$ cat config.mk
export PLATFORM = sky130hd
export DESIGN_NAME = tl_rr_arbiter_sm
export DESIGN_NICKNAME = d
export VERILOG_FILES = /design/src/rtl/tl_rr_arbiter_sm.sv
export SDC_FILE = /design/constraint.sdc
export NUM_CORES = 1
export LEC_CHECK = 0
export BUFFER_PORTS_ARGS = -buffer_cell sky130_fd_sc_hd__buf_4
export CAP_MARGIN = 10
export CORE_ASPECT_RATIO = 0.5
export CORE_MARGIN = 2
export CORE_UTILIZATION = 25
export CTS_CLUSTER_SIZE = 40
export DETAILED_ROUTE_END_ITERATION = 16
export PLACE_DENSITY = 0.56
export SKIP_CTS_REPAIR_TIMING = 1
export SKIP_LAST_GASP = 1
export SLEW_MARGIN = 20
export SYNTH_ARGS = -nofsm -noshare
export SYNTH_HDL_FRONTEND = slang
export SYNTH_SLANG_ARGS = --single-unit
$ cat constraint.sdc
create_clock -name clk -period 4.36 [get_ports clk]
set_input_delay 0.436 -clock clk [delete_from_list [all_inputs] [get_ports clk]]
set_output_delay 0.436 -clock clk [all_outputs]
set_load 0.005 [all_outputs]
$ cat src/rtl/tl_rr_arbiter_sm.sv
`timescale 1ns/1ps
`default_nettype none
// ============================================================================
// Module   : tl_rr_arbiter_sm
// Purpose  : Transaction-layer sequencer (RESET/INIT/IDLE/ACTIVE) and
//            round-robin drain of four input FIFOs into one output FIFO.
// Revision : 1.0 - initial release
// ============================================================================
module tl_rr_arbiter_sm #(
    parameter int DATA_W = 10,
    parameter int N_IN   = 4
) (
    input  logic                   clk,
    input  logic                   reset_L,
    input  logic                   init,
    input  logic [2:0]             umbral_superior_in,
    input  logic [2:0]             umbral_inferior_in,
    output logic [3:0]             state,
    output logic [2:0]             umbral_superior,
    output logic [2:0]             umbral_inferior,
    input  logic [N_IN-1:0]        in_empty,
    input  logic [N_IN*DATA_W-1:0] in_data,
    output logic [N_IN-1:0]        in_pop,
    input  logic                   out_almost_full,
    output logic                   out_push,
    output logic [DATA_W-1:0]      out_data,
    output logic                   idle,
    output logic [7:0]             push_count
);

    localparam int PTR_W = 2;

    typedef enum logic [3:0] {
        ST_RESET  = 4'b0001,
        ST_INIT   = 4'b0010,
        ST_IDLE   = 4'b0100,
        ST_ACTIVE = 4'b1000
    } state_t;

    state_t              state_q, state_d;
    logic [PTR_W-1:0]    ptr_q, ptr_d;
    logic [N_IN-1:0]     in_pop_q, in_pop_d;
    logic [N_IN-1:0]     sel_q, sel_d;
    logic                out_push_q, out_push_d;
    logic [DATA_W-1:0]   out_data_q, out_data_d;
    logic [7:0]          push_count_q, push_count_d;
    logic [2:0]          usup_q, usup_d;
    logic [2:0]          uinf_q, uinf_d;

    logic                pipe_empty;
    logic                can_pop;
    logic [N_IN-1:0]     elig;
    logic [DATA_W-1:0]   cap_word;
    logic [PTR_W-1:0]    idx;
    logic                found;

    // A FIFO popped last cycle is skipped so its empty flag can settle.
    assign pipe_empty = (in_pop_q == '0) && (sel_q == '0);
    assign can_pop    = (state_q == ST_ACTIVE) && !out_almost_full && !init;
    assign elig       = can_pop ? (~in_empty & ~in_pop_q) : '0;

    always_comb begin
        state_d = state_q;
        case (state_q)
            ST_RESET:  state_d = ST_INIT;
            ST_INIT:   if (!init) state_d = ST_IDLE;
            ST_IDLE: begin
                if (init)               state_d = ST_INIT;
                else if (!(&in_empty))  state_d = ST_ACTIVE;
            end
            ST_ACTIVE: begin
                if (pipe_empty) begin
                    if (init)           state_d = ST_INIT;
                    else if (&in_empty) state_d = ST_IDLE;
                end
            end
            default:   state_d = ST_RESET;
        endcase
    end

    always_comb begin
        in_pop_d = '0;
        ptr_d    = ptr_q;
        found    = 1'b0;
        idx      = ptr_q;
        for (int k = 1; k <= N_IN; k++) begin
            idx = PTR_W'(ptr_q + PTR_W'(k));
            if (!found && elig[idx]) begin
                found         = 1'b1;
                in_pop_d[idx] = 1'b1;
                ptr_d         = idx;
            end
        end
        if (state_q == ST_INIT) begin
            ptr_d = PTR_W'(N_IN - 1);
        end
    end

    always_comb begin
        cap_word = '0;
        for (int i = 0; i < N_IN; i++) begin
            if (sel_q[i]) cap_word = in_data[i*DATA_W +: DATA_W];
        end
    end

    always_comb begin
        sel_d        = in_pop_q;
        out_push_d   = |sel_q;
        out_data_d   = (|sel_q) ? cap_word : out_data_q;
        push_count_d = (|sel_q) ? push_count_q + 8'd1 : push_count_q;
        usup_d       = usup_q;
        uinf_d       = uinf_q;
        if (state_q == ST_INIT) begin
            push_count_d = '0;
            usup_d       = umbral_superior_in;
            uinf_d       = umbral_inferior_in;
        end
    end

    always_ff @(posedge clk or negedge reset_L) begin
        if (!reset_L) begin
            state_q      <= ST_RESET;
            ptr_q        <= PTR_W'(N_IN - 1);
            in_pop_q     <= '0;
            sel_q        <= '0;
            out_push_q   <= 1'b0;
            out_data_q   <= '0;
            push_count_q <= '0;
            usup_q       <= '0;
            uinf_q       <= '0;
        end else begin
            state_q      <= state_d;
            ptr_q        <= ptr_d;
            in_pop_q     <= in_pop_d;
            sel_q        <= sel_d;
            out_push_q   <= out_push_d;
            out_data_q   <= out_data_d;
            push_count_q <= push_count_d;
            usup_q       <= usup_d;
            uinf_q       <= uinf_d;
        end
    end

    assign state           = state_q;
    assign idle            = (state_q == ST_IDLE);
    assign in_pop          = in_pop_q;
    assign out_push        = out_push_q;
    assign out_data        = out_data_q;
    assign push_count      = push_count_q;
    assign umbral_superior = usup_q;
    assign umbral_inferior = uinf_q;

endmodule
`default_nettype wire

Word level (Yosys, flattened, before mapping) --
Cells that the tools add are included.
Storage, ports and cells: output and inout port bits 34, logic and storage cells 101, register bits 39, input port bits 54, bits in read-only memories 0, memory bits (writable) 0, memories 0, bits in latches 0
Cells by class: shift operators 0, magnitude comparators 8, multiply operators 0, div/mod/pow operators 0, add/subtract/negate cells 4, mux-type cells 42, eq/ne operators 9, bitwise operators 6, reductions and logical operators 23
Operators by type and width (count):
- $mux 4 | 11
- $mux 10 | 4
- $mux 8 | 2
- $pmux 4 s4 | 1
- $lt 2x3->1 const B | 4
- $or 4x4->4 | 3
- $mux 1 | 11
- $logic_and 1x1->1 | 10
- $mux 2 | 5
- $add 8x1->8 const B | 1
- $bmux 1 s2 | 4
- $demux 1 s2 | 4
- $ge 2x1->1 const B | 4
- $logic_not 4->1 | 2
- $not 4->4 | 2
- $reduce_and 4->1 | 2
- $logic_not 1->1 | 5
- $add 2x2->2 const B | 2
- $and 4x4->4 | 1
- $eq 4x1->1 const B | 1
- $eq 4x2->1 const B | 1
- $eq 4x3->1 const B | 1
- $eq 4x4->1 const B | 1
- $ne 2x2->1 const B | 2
- 8 further kinds | 8

Depth between registers and ports, before layout --
Gate-level depths: netlist of the first run.
word-level depth 17, mapped depth 7, mapped depth without buffers 6

Worst setup path before layout of the first run --
Ideal clock, no wire load.
path kind reg2reg, from register ptr_q[1], to register ptr_q[0], stages on the path, launching flop included 8, slack 2.114 ns, required time 4.272 ns, path buffers 1, setup time 0.088 ns, arrival 2.158 ns, clock period less this slack 2.246 ns, cells stage by stage dfstp_2 -> clkbuf_1 -> inv_1 -> ha_1 -> mux4_2 -> a21oi_2 -> nor3_1 -> or3b_1
On the way: word-level cells in the longest chain between the ends 14, elaborated cells between the ends (all ways) 27, classes of those cells 3 x add/sub; 1 x eq/ne; 15 x mux; 8 x reduce/logical
Ends and longest elaborated chain:
- start, declared | RTL line 41 | logic [PTR_W-1:0] ptr_q, ptr_d;
- start signal, assigned | RTL line 123 | ptr_q <= PTR_W'(N_IN - 1);
- start signal, assigned | RTL line 133 | ptr_q <= ptr_d;
- $add 2x1->2 | RTL line 87 | idx = PTR_W'(ptr_q + PTR_W'(k));
- $bmux 1 s2 | RTL line 88 | if (!found && elig[idx]) begin
- $mux 1 (implied by the code) | RTL line 88
- $mux 1 | RTL line 88
- $logic_not 1->1 | RTL line 88
- $logic_and 1x1->1 | RTL line 88
- $mux 1 | RTL line 88
- $logic_not 1->1 | RTL line 88
- $logic_and 1x1->1 | RTL line 88
- $mux 1 | RTL line 88
- $logic_not 1->1 | RTL line 88
- $logic_and 1x1->1 | RTL line 88
- $ne 2x1->1 (no source line)
- $reduce_and 2->1 (no source line)
Parallel ways exist; a longest one is shown, timed or not. The select of a mux whose other input is x is not followed. A chain may end at the register's enable or synchronous reset.

Worst setup path after layout of the first run --
from register sel_q[3], to register state_q[2], in the netlist state[2]
On the way: word-level cells in the longest chain between the ends 4
Ends and longest elaborated chain:
- start, declared | RTL line 43 | logic [N_IN-1:0] sel_q, sel_d;
- start signal, assigned | RTL line 135 | sel_q <= sel_d;
- $logic_not 4->1 | RTL line 58 | assign pipe_empty = (in_pop_q == '0) && (sel_q == '0);
- $logic_and 1x1->1 | RTL line 58
- $ne 2x2->1 (no source line)
- $reduce_and 4->1 (no source line)
- end signal, assigned | RTL line 132 | state_q <= state_d;
- end, declared | RTL line 40 | state_t state_q, state_d;
Every way passes these cells.

==> out/qor.csv, run 1 <==
metric;value;unit
status;completed;
fin_crit_sh;61.2;%
synthArstFlopShare;100;%
vias_per_cell;4.96;
routed_wl;6.46;mm
critPathLaunch;sel_q[3]$_DFF_PN0_;
antenna_found_initial;0;
synth_edf_count;0;
cts_made_buffers;5;
grt_pass1_wl;10.3;mm
wl_per_cell;15.4;um
required;4.58;ns
multi_input_area;0.00121;mm2
synth_area;0.00228;mm2
io_buffer_count;87;
grt_setup_unrepaired;false;
grt.total_usage;12.7;%
seq_area_frac_synth;43.0;%
setup_viol;0;
area_growth;40.1;%
drc;0;
slew_violations;0;
cts-htree-levels;2;
avgSynthCellArea;10.3;um2
min_period;2.67;ns
rows;24;
initial_utilization;26.0;%
die_w;139;um
hpwl;4.91;mm
skew;0.00531;ns
cts-root-buf;clkbuf_16;
clk_pin_slew_worst_paths;0.06;ns
dieArea;0.00993;mm2
drive_gt1_share;37.6;%
drt_iter0_drc;159;
register_area;980;um2
ys_top_cells_by_area;dfrtp_1, a221o_1, ha_1, a221oi_1, nor2_1;
grt_pass1_vias;1969;
io_pins;88;
fmax;375;MHz
yosysTopAreaCellShare;39.6;%
crit_type;reg -> reg;
power.leakage;1.52;nW
die_h;71.5;um
finalNetCount;364;
syn_nets;283;
arrival;2.89;ns
clockBufferDepth;2;
cts_sinks;39;
synth_ff_type;dfrtp_1;
powerDensity;402;mW/mm2
hold_viol;0;
worst_r2r_startpoint;sel_q[3]$_DFF_PN0_;
final_util;36.4;%
start_kind;flop;
min_path_type;in -> async;
cts_tree;built;
fill_cells;897;
drt-pass1-iter-count;4;
core;0.00877;mm2
tightest_slew;0.727;ns
peakVddDrop;0.000161;V
grt_max_degree;40;
end_kind;flop;
ant_nets;0;
ys_ff_latch;39;
total_power;1.28;mW
max_cap_violations;0;
clk_latency;0.28;ns
synthDistinctLibCells;47;
final_cell_mix;buf_4, dfrtp_1, nor2_1;
synthCells;221;
grt_overflow_total;0;
path_max_fanout;21;
yosysTopAreaCell;dfrtp_1;
vias;2085;
layout_commonest_cell;buf_4;
yosysWarnings;0;
antenna_cells;0;
slew_headroom;51.6;%
fin_tns_setup;0;ns
place.gp.congestion;0.846;
==> synth_stat cells (2+ instances only) <==
cell type and instances:
nor3_1 14, o211ai_1 2, mux2_2 6, nand4_1 7, o31ai_1 2, nor4_1 3
nor2b_1 13, a221oi_1 10, ha_1 8, nand2b_1 2, xor2_1 6, nor2_1 22
dfstp_2 3, dfrtp_1 36, or2_2 3, o21ai_0 5, nor4b_1 2, nand3_1 3
xnor2_1 2, buf_2 3, a221o_1 14, inv_1 3, mux4_2 3, clkbuf_1 9
nand2_1 10, a21oi_1 9
==> metrics by stage <==
stage	cells	hold WS (ns)	area (um2)	setup slack, ns
3_3_place_gp	412	0.443	3020	1.82
6_report	420	0.118	3190	1.69
3_5_place_dp	412	0.447	3020	1.69
2_1_floorplan	221	0.140	2280	2.11
4_1_cts	420	0.138	3190	1.65
5_1_grt	420	0.167	3190	1.36
==> registers in the layout, summed over array words and instances (netlist names) <==
name and flops:
in_pop 4, out_data 10, out_push 1, ptr_q 2, push_count 8, sel_q 4
state 4, umbral_inferior 3, umbral_superior 3
==> worst max-delay path, stage by stage (launching register included) <==
cell      delay, ns
dfrtp_1        0.65
nor4_4         0.72
clkinv_1       0.43
nor4b_1        0.48
a21oi_1        0.11
nor2_1         0.10
o21a_1         0.12
==> kinds of logic (layout without fill, tap and decap cells) <==
kind of cell | after synthesis | in the layout | share of synthesized area [%]
AND/OR/NAND/NOR | 88 | 88 | 21.3
multiplexers | 11 | 11 | 7.53
buffers and inverters | 18 | 100 | 3.63
flip-flops | 39 | 39 | 43.0
XOR/XNOR | 8 | 8 | 3.08
adder cells (fa/ha/maj) | 8 | 8 | 4.40
AO/OA/AOI/OAI | 49 | 49 | 17.0
==> final cells by class <==
cell class	count	share of cell area [%]
clock buffer	5	3.92
inverter	4	0.471
tap	117	4.59
timing repair buffer	88	20.7
clock inverter	3	1.49
multi-input combinational	164	38.1
sequential	39	30.7
==> path summary, 6_finish.rpt <==
path,end,slack (ns),cells after the start
max in group asynchronous,state[0]$_DFFE_PN1P_,3.87,1
setup / recovery,state[2]$_DFFE_PN0P_,1.69,6
hold reg to reg,sel_q[1]$_DFF_PN0_,0.45,0
min in group clk,umbral_superior[1]$_DFFE_PN0P_,0.38,2
hold / removal,push_count[4]$_DFFE_PN0P_,0.12,1
setup reg to reg,state[2]$_DFFE_PN0P_,1.69,6
==> layer usage <==
metal | track usage (%) | routed length, um | vias up
met5 | 0 | 0 | -
met4 | 4.71 | 109 | 0
met3 | 2.61 | 227 | 9
met2 | 20.7 | 3160 | 49
met1 | 17.1 | 2960 | 1026
li1 | - | - | 1001
==> power breakdown <==
| part | total, mW | switching [mW] | internal [mW] |
|---|---|---|---|
| clock | 0.428 | 0.155 | 0.273 |
| sequential | 0.503 | 0.0674 | 0.436 |
| combinational | 0.352 | 0.141 | 0.211 |
| total | 1.28 | 0.363 | 0.920 |
(Power assumes the default switching activity.)
==> inputs of run 2 (changes only) <==
Clock period 4.36 ns to 2.7 ns, I/O delays scaled along.
==> out/qor.csv, run 2 (same netlist as run 1, synthesis figures left out) <==
metric;value;unit;change
largest_reg_flops;10;;unchanged
met3_length;183;um;was 227 um
layout_commonest_cell;buf_4;;unchanged
arrival;2.61;ns;was 2.89 ns
grt_max_degree;40;;unchanged
hold_viol;36;;was 0
drt_iter0_drc;169;;was 159
slew_headroom;54.8;%;was 51.6%
min_path_type;in -> async;;unchanged
status;finished, violations left;;was completed
setup_viol;0;;unchanged
core;0.00877;mm2;unchanged
cpPeakStageDelay;0.70;ns;was 0.72 ns
finalNetCount;367;;was 364
antenna_cells;0;;unchanged
min_period;2.41;ns;was 2.67 ns
drc;0;;unchanged
reg2reg_slack;0.29;ns;was 1.69 ns
fill_cells;891;;was 897
start_kind;flop;;unchanged
clockBufferDepth;2;;unchanged
vias_per_cell;4.99;;was 4.96
dp_slack;0.306;ns;was 1.69 ns
route.met2.wl;3.26;mm;was 3.16 mm
max_cap_violations;0;;unchanged
whs;-0.0394;ns;was 0.118 ns
initial_utilization;26.0;%;unchanged
grt_overflow_total;0;;unchanged
grt_setup_unrepaired;false;;unchanged
hpwl;4.82;mm;was 4.91 mm
final_cell_mix;buf_4, dfrtp_1, nor2_1;;unchanged
wl_met1;2.87;mm;was 2.96 mm
slew_violations;0;;unchanged
routed_wl;6.37;mm;was 6.46 mm
end_kind;flop;;unchanged
crit_path_top_delay_cell;dfstp_2;;was nor4_4
cts_tree;built;;unchanged
dieArea;0.00993;mm2;unchanged
fin_tns_setup;0;ns;unchanged
antenna_found_initial;0;;unchanged
reg2reg_depth;6;;unchanged
clk_latency;0.28;ns;about the same
ant_nets;0;;unchanged
place.gp.congestion;0.937;;was 0.846
vias;2111;;was 2085
drt-pass1-iter-count;4;;unchanged
cts_made_buffers;5;;unchanged
powerDensity;617;mW/mm2;was 402 mW/mm2
peakVddDrop;0.000284;V;was 0.000161 V
die_h;71.5;um;unchanged
fmax;415;MHz;was 375 MHz
required;2.90;ns;was 4.58 ns
path_delay_family;flip-flops;;was simple AND/OR/NAND/NOR gates
grt.total_usage;12.9;%;was 12.7%
clk_pin_slew_worst_paths;0.06;ns;about the same
grt_pass1_vias;2103;;was 1969
total_power;1.96;mW;was 1.28 mW
tightest_slew;0.676;ns;was 0.727 ns
rows;24;;unchanged
cts_sinks;39;;unchanged
drive_gt1_share;38.2;%;was 37.6%
worst_r2r_startpoint;ptr_q[0]$_DFFE_PN1P_;;was sel_q[3]$_DFF_PN0_
regToRegEndpoint;ptr_q[0]$_DFFE_PN1P_;;was state[2]$_DFFE_PN0P_
fin_crit_sh;89.2;%;was 61.2%
crit_type;reg -> reg;;unchanged
final_util;36.3;%;was 36.4%
power.leakage;1.52;nW;about the same
io_pins;88;;unchanged
cts-root-buf;clkbuf_16;;unchanged
die_w;139;um;unchanged
io_buffer_count;87;;unchanged
cts-htree-levels;2;;unchanged
grt_pass1_wl;10.4;mm;was 10.3 mm
maxUsedRoutingLayer;met4;;unchanged
cp_cell_sequence;inv_1 > ha_1 > mux4_2 > a21oi_2 > nor3_1 > or3b_1;;was nor4_4 > clkinv_1 > nor4b_1 > a21oi_1 > nor2_1 > o21a_1
cp_num_buf_inv;1;;unchanged
violations;negative hold slack;;
wl_per_cell;15.1;um;was 15.4 um
skew;0.00371;ns;was 0.00531 ns
finalWorstSetupSlack;0.291;ns;was 1.69 ns
path_max_fanout;15;;was 21
area_growth;39.8;%;was 40.1%
-- run 2: final cells by class --
cell class / count / area [um2] / area share [%]
timing repair buffer: 91 / 683 / 21.5
clock buffer: 5 / 125 / 3.93
sequential: 39 / 980 / 30.8
clock inverter: 3 / 20.0 / 0.629
inverter: 4 / 15.0 / 0.472
multi-input combinational: 164 / 1210 / 38.2
tap: 117 / 146 / 4.60
-- run 2: worst max-delay path by stage --
stage	startpoint	end	slack [ns]	cells past startpoint
floorplan	ptr_q[1]$_DFFE_PN1P_	ptr_q[0]$_DFFE_PN1P_	0.45	7
detailed placement	ptr_q[0]$_DFFE_PN1P_	ptr_q[0]$_DFFE_PN1P_	0.31	6
CTS	ptr_q[0]$_DFFE_PN1P_	ptr_q[0]$_DFFE_PN1P_	0.30	6
finish	ptr_q[0]$_DFFE_PN1P_	ptr_q[0]$_DFFE_PN1P_	0.29	6
global route	ptr_q[0]$_DFFE_PN1P_	ptr_q[0]$_DFFE_PN1P_	0.13	6
global placement	ptr_q[0]$_DFFE_PN1P_	ptr_q[0]$_DFFE_PN1P_	0.37	6
-- run 2: power by group --
| part | switching [mW] | leakage (nW) | internal (mW) |
|---|---|---|---|
| Clock | 0.237 | 0.0658 | 0.340 |
| Combinational | 0.224 | 0.937 | 0.349 |
| Sequential | 0.109 | 0.516 | 0.704 |
| Total | 0.570 | 1.52 | 1.39 |
-- run 2: metrics by stage --
stage                     std cells  cell area, um2
after floorplan                 221            2280
after global placement          415            3040
after detailed placement        415            3040
after CTS                       423            3180
after global routing            423            3180
final                           423            3180
-- run 2: metal layers --
| metal | vias up | GRT usage (%) |
|---|---|---|
| met2 | 38 | 23.1 |
| met3 | 7 | 2.41 |
| met4 | 0 | 4.04 |
| li1 | 1004 | - |
| met1 | 1062 | 16.1 |
| met5 | - | 0 |
==> inputs of run 3 (changes only) <==
Settings changed: CORE_ASPECT_RATIO 0.5 to 1.4.
==> out/qor.csv, run 3 (same netlist as run 1, synthesis figures left out) <==
metric;value;unit;change
dieArea;0.00990;mm2;was 0.00993 mm2
min_path_type;in -> async;;unchanged
final_cell_area;0.00321;mm2;was 0.00318 mm2
antenna_cells;0;;unchanged
grt_overflow_total;0;;unchanged
reg2reg_slack;0.48;ns;was 0.29 ns
final_cell_mix;buf_4, dfrtp_1, nor2_1;;unchanged
grt_max_degree;40;;unchanged
fin_tns_setup;0;ns;unchanged
drt-pass1-iter-count;4;;unchanged
hpwl;4.54;mm;was 4.82 mm
cts_made_buffers;5;;unchanged
place.gp.congestion;0.861;;was 0.937
whs;-0.0372;ns;was -0.0394 ns
final_util;35.9;%;was 36.3%
grt_pass1_vias;2009;;was 2103
max_cap_violations;0;;unchanged
cts-htree-levels;2;;unchanged
grt_pass1_wl;9.87;mm;was 10.4 mm
fin_crit_sh;82.1;%;was 89.2%
antenna_found_initial;0;;unchanged
setup_viol;0;;unchanged
cts-root-buf;clkbuf_16;;unchanged
p_seq_share;39.2;%;was 41.4%
io_buffer_count;87;;unchanged
end_kind;flop;;unchanged
power.leakage;1.54;nW;was 1.52 nW
ant_nets;0;;unchanged
hold_viol;36;;unchanged
fmax;451;MHz;was 415 MHz
clockBufferDepth;2;;unchanged
vias_per_cell;5.17;;was 4.99
peakVddDrop;0.000318;V;was 0.000284 V
initial_utilization;25.5;%;was 26.0%
finalNetCount;368;;was 367
crit_type;reg -> reg;;unchanged
core;0.00893;mm2;was 0.00877 mm2
required;2.90;ns;about the same
arrival;2.42;ns;was 2.61 ns
p_comb_share;27.6;%;was 29.2%
violations;negative hold slack;;unchanged
largest_reg_flops;10;;unchanged
slew_violations;0;;unchanged
powerDensity;644;mW/mm2;was 617 mW/mm2
cts_tree;built;;unchanged
drive_gt1_share;38.4;%;was 38.2%
path_max_fanout;12;;was 15
drt_iter0_drc;60;;was 169
status;finished, violations left;;unchanged
die_w;84.7;um;was 139 um
total_power;2.07;mW;was 1.96 mW
power.switching;0.553;mW;was 0.570 mW
wl_per_cell;14.8;um;was 15.1 um
layout_commonest_cell;buf_4;;unchanged
place_area;0.00303;mm2;was 0.00304 mm2
cts_sinks;39;;unchanged
drc;0;;unchanged
min_period;2.22;ns;was 2.41 ns
skew;0.00582;ns;was 0.00371 ns
start_kind;flop;;unchanged
grt.total_usage;12.3;%;was 12.9%
die_h;117;um;was 71.5 um
rows;41;;was 24
vias;2142;;was 2111
swShare;26.8;%;was 29.0%
slew_headroom;51.8;%;was 54.8%
clock_power_share;33.2;%;was 29.4%
io_pins;88;;unchanged
grt_setup_unrepaired;false;;unchanged
p_int;1.51;mW;was 1.39 mW
tightest_slew;0.721;ns;was 0.676 ns
area_growth;40.9;%;was 39.8%
clk_pin_slew_worst_paths;0.06;ns;about the same
clk_latency;0.28;ns;about the same
routed_wl;6.12;mm;was 6.37 mm
[run 3: final timing paths]
path / startpoint / to / cells past startpoint
min reg2reg: in_pop[1]$_DFF_PN0_ / sel_q[1]$_DFF_PN0_ / 0
max reg2reg: ptr_q[1]$_DFFE_PN1P_ / ptr_q[0]$_DFFE_PN1P_ / 6
min: reset_L / out_data[9]$_DFFE_PN0P_ / 1
max: ptr_q[1]$_DFFE_PN1P_ / ptr_q[0]$_DFFE_PN1P_ / 6
max in group asynchronous: reset_L / ptr_q[1]$_DFFE_PN1P_ / 1
min in group clk: umbral_superior_in[1] / umbral_superior[1]$_DFFE_PN0P_ / 2
[run 3: power by group through the flow]
stage	logic, mW	registers, mW	clock network (mW)
after floorplan	0.298	0.783	0
after global placement	0.575	0.812	0
after detailed placement	0.577	0.821	0
after CTS	0.580	0.811	0.715
after global routing	0.633	0.826	0.737
final	0.569	0.809	0.687
[run 3: area by class of cell]
type                    count  area [um2]
fillers                   901        5720
multi-input cells         164        1210
flip-flops and latches     39         980
repair buffers             92         691
clock buffers               6         139
well taps                 107         134
clock inverters             2        35.0
inverters                   4        15.0
[run 3: metal layers]
layer	global-route usage (%)	wire, um
met5	0	0
met4	4.23	109
met2	21.4	3070
met3	3.30	473
met1	14.8	2470
[run 3: through the flow]
step / instances / setup WS (ns) / hold slack, ns
final: 414 / 0.482 / -0.0372
after global routing: 414 / 0.379 / 0.00316
after floorplan: 221 / 0.454 / -0.0256
after CTS: 414 / 0.481 / -0.0195
after detailed placement: 406 / 0.474 / 0.287
after global placement: 406 / 0.530 / 0.287
[run 3: critical path, cell delays in order, from the launching register on]
cell and delay, ns:
dfstp_2 0.65, inv_1 0.11, ha_1 0.39, mux4_2 0.43
a21oi_2 0.15, nor3_1 0.05, or3b_1 0.35
